`src/rtl/siteswap_decoder.sv`:
```
// siteswap_decoder: rebuilds siteswap throw heights from per-ball y trajectories.
// Optional consistency checking is compiled in when SITESWAP_CHECK_EN is defined.
module siteswap_decoder #(
    parameter int MAX_HEIGHT = 7
) (
    input  logic             clk_in,
    input  logic             rst_in,
    input  logic [6:0][10:0] traj_x_in,
    input  logic [6:0][9:0]  traj_y_in,
    input  logic             traj_valid_in,
    input  logic [2:0]       num_balls,
    input  logic [2:0]       period_in,
    input  logic [9:0]       hand_y_in,
    input  logic [31:0]      cyc_per_beat,
    output logic [6:0][2:0]  pattern_out,
    output logic             pattern_valid_out,
    output logic             throw_valid_out,
    output logic [2:0]       throw_ball_out,
    output logic [2:0]       throw_height_out,
    output logic             error_out,
    output logic             mismatch_out,
    output logic [1:0]       fsm_state
);

    localparam logic [2:0] MAX_H = 3'(MAX_HEIGHT);

    typedef enum logic [1:0] {IDLE = 2'd0, ARM = 2'd1, TRACK = 2'd2} state_t;
    state_t state, state_nxt;

    logic [6:0][9:0]  prev_y;
    logic [6:0]       air;
    logic [6:0][31:0] cyc_cnt;
    logic [6:0][2:0]  beat_cnt;
    logic [6:0]       ovf;
    logic [6:0][2:0]  ord;
    logic [2:0]       seq;
    logic [2:0]       nb_q, per_q;

    logic [6:0]       land_q, land_sat_q;
    logic [6:0][2:0]  land_h_q, land_slot_q;
    logic [6:0]       filled;
    logic [6:0]       slot_mask;

    logic [2:0]       per_eff;
    logic             restart;
    logic             active_sample;

    logic             unused_x;
    assign unused_x = ^traj_x_in;

    assign per_eff       = (period_in == 3'd0) ? 3'd1 : period_in;
    assign restart       = (state == TRACK) && ((num_balls != nb_q) || (period_in != per_q));
    assign active_sample = traj_valid_in && (state == TRACK) && !restart;
    assign fsm_state     = state;

    always_comb begin
        for (int k = 0; k < 7; k++) slot_mask[k] = (3'(k) < per_eff);
    end

    always_ff @(posedge clk_in) begin
        if (!rst_in) state <= IDLE;
        else         state <= state_nxt;
    end

    always_comb begin
        state_nxt = state;
        unique case (state)
            IDLE:    state_nxt = ARM;
            ARM:     if (traj_valid_in) state_nxt = TRACK;
            TRACK:   if (restart) state_nxt = ARM;
            default: state_nxt = IDLE;
        endcase
    end

    // Configuration shadow used only to spot a change while tracking.
    always_ff @(posedge clk_in) begin
        nb_q  <= num_balls;
        per_q <= period_in;
    end

    logic [6:0]       air_nxt, ovf_nxt, land_det, land_sat;
    logic [6:0][31:0] cyc_nxt;
    logic [6:0][2:0]  beat_nxt, ord_nxt, land_h;
    logic [2:0]       seq_nxt;
    logic [3:0]       h_raw;

    // Counting includes the landing sample itself, so height uses post-increment counts.
    always_comb begin
        air_nxt  = air;
        ovf_nxt  = ovf;
        cyc_nxt  = cyc_cnt;
        beat_nxt = beat_cnt;
        ord_nxt  = ord;
        seq_nxt  = seq;
        land_det = '0;
        land_sat = '0;
        land_h   = '0;
        h_raw    = '0;
        for (int i = 0; i < 7; i++) begin
            if (active_sample && (3'(i) < num_balls)) begin
                if (air[i]) begin
                    if (cyc_cnt[i] + 32'd1 == cyc_per_beat) begin
                        cyc_nxt[i] = '0;
                        if (beat_cnt[i] == MAX_H) ovf_nxt[i]  = 1'b1;
                        else                      beat_nxt[i] = beat_cnt[i] + 3'd1;
                    end else begin
                        cyc_nxt[i] = cyc_cnt[i] + 32'd1;
                    end
                    if (traj_y_in[i] >= hand_y_in) begin
                        air_nxt[i]  = 1'b0;
                        land_det[i] = 1'b1;
                        h_raw = {1'b0, beat_nxt[i]} +
                                ((cyc_nxt[i] >= (cyc_per_beat >> 1)) ? 4'd1 : 4'd0);
                        if (ovf_nxt[i] || (h_raw > {1'b0, MAX_H})) begin
                            land_h[i]   = MAX_H;
                            land_sat[i] = 1'b1;
                        end else begin
                            land_h[i] = h_raw[2:0];
                        end
                    end
                end else if ((prev_y[i] >= hand_y_in) && (traj_y_in[i] < hand_y_in)) begin
                    air_nxt[i]  = 1'b1;
                    cyc_nxt[i]  = '0;
                    beat_nxt[i] = '0;
                    ovf_nxt[i]  = 1'b0;
                    ord_nxt[i]  = seq_nxt;
                    seq_nxt     = (seq_nxt + 3'd1 == per_eff) ? 3'd0 : seq_nxt + 3'd1;
                end
            end
        end
    end

    always_ff @(posedge clk_in) begin
        if (!rst_in) begin
            prev_y      <= '0;
            air         <= '0;
            cyc_cnt     <= '0;
            beat_cnt    <= '0;
            ovf         <= '0;
            ord         <= '0;
            seq         <= '0;
            land_q      <= '0;
            land_sat_q  <= '0;
            land_h_q    <= '0;
            land_slot_q <= '0;
        end else begin
            if (traj_valid_in) prev_y <= traj_y_in;
            if (restart) begin
                air    <= '0;
                seq    <= '0;
                land_q <= '0;
            end else if (active_sample) begin
                air         <= air_nxt;
                cyc_cnt     <= cyc_nxt;
                beat_cnt    <= beat_nxt;
                ovf         <= ovf_nxt;
                ord         <= ord_nxt;
                seq         <= seq_nxt;
                land_q      <= land_det;
                land_sat_q  <= land_sat;
                land_h_q    <= land_h;
                land_slot_q <= ord;
            end else begin
                land_q <= '0;
            end
        end
    end

    logic [6:0][2:0] pat_nxt;
    logic [6:0]      filled_nxt;
    logic            pulse, err_set;
    logic [2:0]      rep_ball, rep_h;

    // Descending scan: the lowest landing ball wins both the slot write and the report.
    always_comb begin
        pat_nxt    = pattern_out;
        filled_nxt = filled;
        pulse      = 1'b0;
        err_set    = 1'b0;
        rep_ball   = '0;
        rep_h      = '0;
        if (restart) begin
            filled_nxt = '0;
        end else begin
            for (int i = 6; i >= 0; i--) begin
                if (land_q[i]) begin
                    pat_nxt[land_slot_q[i]]    = land_h_q[i];
                    filled_nxt[land_slot_q[i]] = 1'b1;
                    pulse    = 1'b1;
                    rep_ball = 3'(i);
                    rep_h    = land_h_q[i];
                    if (land_sat_q[i]) err_set = 1'b1;
                end
            end
        end
    end

    always_ff @(posedge clk_in) begin
        if (!rst_in) begin
            pattern_out       <= '0;
            filled            <= '0;
            pattern_valid_out <= 1'b0;
            throw_valid_out   <= 1'b0;
            throw_ball_out    <= '0;
            throw_height_out  <= '0;
            error_out         <= 1'b0;
        end else begin
            pattern_out       <= pat_nxt;
            filled            <= filled_nxt;
            pattern_valid_out <= &(filled_nxt | ~slot_mask);
            throw_valid_out   <= pulse;
            if (pulse) begin
                throw_ball_out   <= rep_ball;
                throw_height_out <= rep_h;
            end
            if (err_set) error_out <= 1'b1;
        end
    end

`ifdef SITESWAP_CHECK_EN
    logic [5:0] slot_sum, target;
    logic       conflict, wrote_q;

    assign target = 6'(num_balls) * 6'(per_eff);

    always_comb begin
        slot_sum = '0;
        conflict = 1'b0;
        for (int k = 0; k < 7; k++) begin
            if (slot_mask[k]) slot_sum = slot_sum + 6'(pattern_out[k]);
        end
        for (int i = 0; i < 7; i++) begin
            if (land_q[i] && filled[land_slot_q[i]] &&
                (pattern_out[land_slot_q[i]] != land_h_q[i])) conflict = 1'b1;
        end
    end

    // Sum is judged one cycle after a write, against the freshly updated slots.
    always_ff @(posedge clk_in) begin
        if (!rst_in) begin
            mismatch_out <= 1'b0;
            wrote_q      <= 1'b0;
        end else begin
            wrote_q <= pulse;
            if ((conflict && !restart) ||
                (wrote_q && pattern_valid_out && (slot_sum != target))) mismatch_out <= 1'b1;
        end
    end
`else
    assign mismatch_out = 1'b0;
`endif

endmodule

```
`config.mk`:
```
export PLATFORM = sky130hd
export DESIGN_NAME = siteswap_decoder
export DESIGN_NICKNAME = d
export VERILOG_FILES = /design/src/rtl/siteswap_decoder.sv
export SDC_FILE = /design/constraint.sdc
export NUM_CORES = 2
export LEC_CHECK = 0
export ABC_AREA = 1
export BUFFER_PORTS_ARGS = -buffer_cell sky130_fd_sc_hd__buf_2
export CORE_MARGIN = 2
export CORE_UTILIZATION = 63
export CTS_CLUSTER_SIZE = 8
export DETAILED_ROUTE_END_ITERATION = 8
export PLACE_DENSITY = 0.82
export SYNTH_ARGS = -nofsm -noshare
export SYNTH_HDL_FRONTEND = slang
export SYNTH_SLANG_ARGS = --single-unit
```
`constraint.sdc`:
```
create_clock -name clk_in -period 9.9 [get_ports clk_in]
set_input_delay 0 -clock clk_in [delete_from_list [all_inputs] [get_ports clk_in]]
set_output_delay 0 -clock clk_in [all_outputs]
set_load 0.01 [all_outputs]
```
==> results.toml <==
[power]
leak_pwr_uw = 0.0196
power_per_cell_area_nw_per_um2 = 109
peakVddDrop_v = 0.000145
power_switching_share_pct = 28.2
share_comb_of_total_power_pct = 12.1
p_sw_uw = 1280
power.share.clock_pct = 46.9
p_total_uw = 4560
power.sequential.fraction_pct = 41.0
p_int_uw = 3270

[global_route]
globalRouteTotalUtil_pct = 40.6
vias_in_the_first_global_route = 37700
globalRouteOverflowTotal = 0
number_of_antenna_violations_at_the_first_check_in_global_routing = 4
maximum_number_of_pins_on_one_net_before_global_route_repair = 99
wire_length_of_the_first_global_routing_pass_mm = 198

[yosys]
synth_top_cells_by_count = "nand2_1, inv_1, a21oi_1"
synth_cells = 5713
syn_avg_cell_area_um2 = 6.57
synth_edf_count = 0
asyncSetResetFlopFracSynth_pct = 0
netlist-cell-type-count = 77
ys_top_cells_by_area = "dfxtp_1, ha_1, nand2_1"
yosys_warnings = 0
ys_seq_elements = 454
yosys_most_used_dff = "dfxtp_1"
synth.largest_area_cell = "dfxtp_1"
syn_area_um2 = 37600
synth_most_common_cell = "nand2_1"
yosysSeqAreaShare_pct = 24.2
fraction_of_post_synthesis_cell_area_in_the_top_cell_type_by_area_pct = 24.2
syn-num-nets = 6303

[clock_tree]
number_of_levels_in_the_clock_h_tree = 3
cts_resized = 0
cts.root.buffer_cell = "clkbuf_16"
tritoncts.num_buffers = 67
clk_transition_reported_paths_ps = 50
tritoncts = "yes"
cts.path.max_buffers = 3
clkSinkCount = 454
worstSkewPairLatency_ps = 620

[sta]
fin_skew_ps = 17.7
worstMarginPinSlew_ps = 1260
fin_crit_sh_pct = 85.4
timing.final.max_slew_violations = 0
finalHoldViolations = 0
fmax_ghz = 0.118
unrepaired_setup_endpoints_after_global_routing = "false"
worst_slew_margin_rel_pct = 15.4
fin_tns_setup_ps = 0
finalWorstPathRequiredPeriod_ps = 8450
setup_viol = 0

[run]
timing.max_cap.violations = 0

[route]
route.vias.total = 39800
route.detailed.drc = 0
drt-pass1-iter-count = 9
drtIter0Drc = 3650
totalWireLength_mm = 127
routedWlPerCell_um = 19.0
detail_route.vias_per_cell = 5.95
route.antenna.remaining_nets = 0

[finish]
post-route-util_pct = 70.6
post_route_cells_drive_above_1_share_pct = 7.75
areaGrowthSynthToFinish_pct = 10.9
nets = 6490

[setup_path]
critPathMostFrequentCell = "nand3_1"
cpMaxStageDelayCell = "nand3_1"
arrival_ps = 8940
timing.critical_path.required_ps = 10380
crit_fanout = 26
critPathKind = "flop to flop"
crit_path_start_kind = "flop"
crit_path_max_incr_delay_ps = 840
end_kind = "flop"

[outcome]
outcome = "finished clean"

[placement]
place_hpwl_mm = 87.8
port_buffers = 152
finalWeightedCongestion = 1.01

[floorplan]
fp.dieArea_um2 = 61600
row_count = 89
core_area_um2 = 59000
io_pins = 231
dieWidth_um = 248
die_height_um = 248
effective_utilization_at_floorplan_pct = 63.6

[worst_hold_path]
worstHoldPathType = "input port to flop"
==> kinds of logic (layout without fill, tap and decap cells) <==
group                    after synthesis  count (layout)  synth area share (%)
XOR/XNOR                             312             312                  7.28
flip-flops                           454             454                  24.2
buffers and inverters                984            1184                  10.1
other                                  1               4               0.00999
multiplexers                           7               7                 0.187
adder cells (fa/ha/maj)              392             392                  13.1
AND/OR/NAND/NOR                     2479            2479                  29.2
AO/OA/AOI/OAI                       1084            1084                  16.0
==> registers in the layout, indices dropped and copies added (netlist names) <==
register / count
filled: 7
ovf: 7
prev_y: 70
land_sat_q: 7
land_q: 7
pattern_valid_out: 1
seq: 3
ord: 21
land_slot_q: 21
error_out: 1
air: 7
nb_q: 3
pattern_out: 21
per_q: 3
throw_height_out: 3
land_h_q: 21
throw_ball_out: 3
fsm_state: 2
throw_valid_out: 1
cyc_cnt: 224
beat_cnt: 21
==> power by group through the flow <==
stage / Clock [uW] / Combinational [uW] / Sequential, uW
finish: 2140 / 550 / 1870
global route: 2220 / 594 / 1870
CTS: 2150 / 519 / 1870
detailed placement: 0 / 488 / 1910
global placement: 0 / 475 / 1900
floorplan: 0 / 306 / 1900
==> cell usage in the layout (no fill, tap or decap), types with 83 or more instances in the layout <==
cell / instances
a21oi_1: 587
buf_2: 151
dfxtp_1: 454
dlygate4sd3_1: 83
ha_1: 392
inv_1: 780
nand2_1: 1262
nand3_1: 201
nand4_1: 123
nor2_1: 516
nor3_1: 108
o21ai_0: 270
xor2_1: 269
==> what timing repair did <==
item                      4_1_cts  5_1_grt
hold endpoints to repair      129        0
hold buffers                   83        0
buffers inserted                0        0
==> worst max-delay path: cells and delay by family (launching register included) <==
kind | cells | cell delay (ps)
simple gates | 25 | 4660
compound gates | 12 | 1720
fa+ha+maj | 4 | 990
buf+inv | 4 | 380
flops | 1 | 370
xor+xnor | 1 | 180
==> layout make-up <==
cell class	instances	area, um^2
timing repair buffer	286	1980
inverter	816	3070
clock buffer	75	1730
sequential	454	9090
multi-input combinational	4275	24700
tap	773	967
antenna	3	7.51
fill	5023	17400
clock inverter	7	110
==> worst paths after layout <==
check,end,cells past startpoint,startpoint,slack (ps)
setup / recovery,land_h_q[5],46,cyc_cnt[32],1450
hold / removal,per_q[0],2,period_in[0],100
setup reg to reg,land_h_q[5],46,cyc_cnt[32],1450
hold reg to reg,ord[4],2,ord[4],450
==> per-stage QoR <==
step	hold slack, ps	setup slack (ps)	instances	instance area, um^2
floorplan	27.7	2950	5713	37600
global placement	179	1750	6521	39000
detailed placement	177	1570	6521	39000
CTS	71.3	1540	6686	41700
global route	114	612	6689	41700
finish	101	1450	6689	41700
==> per-layer routing <==
layer,vias up,track usage [%],part of all wire (%)
met4,2,26.9,7.3
li1,19200,-,-
met3,515,7.51,9.4
met2,2000,66.0,44
met1,18100,49.0,39
met5,-,0,0.0086
Power figures use the tool's default switching activity.
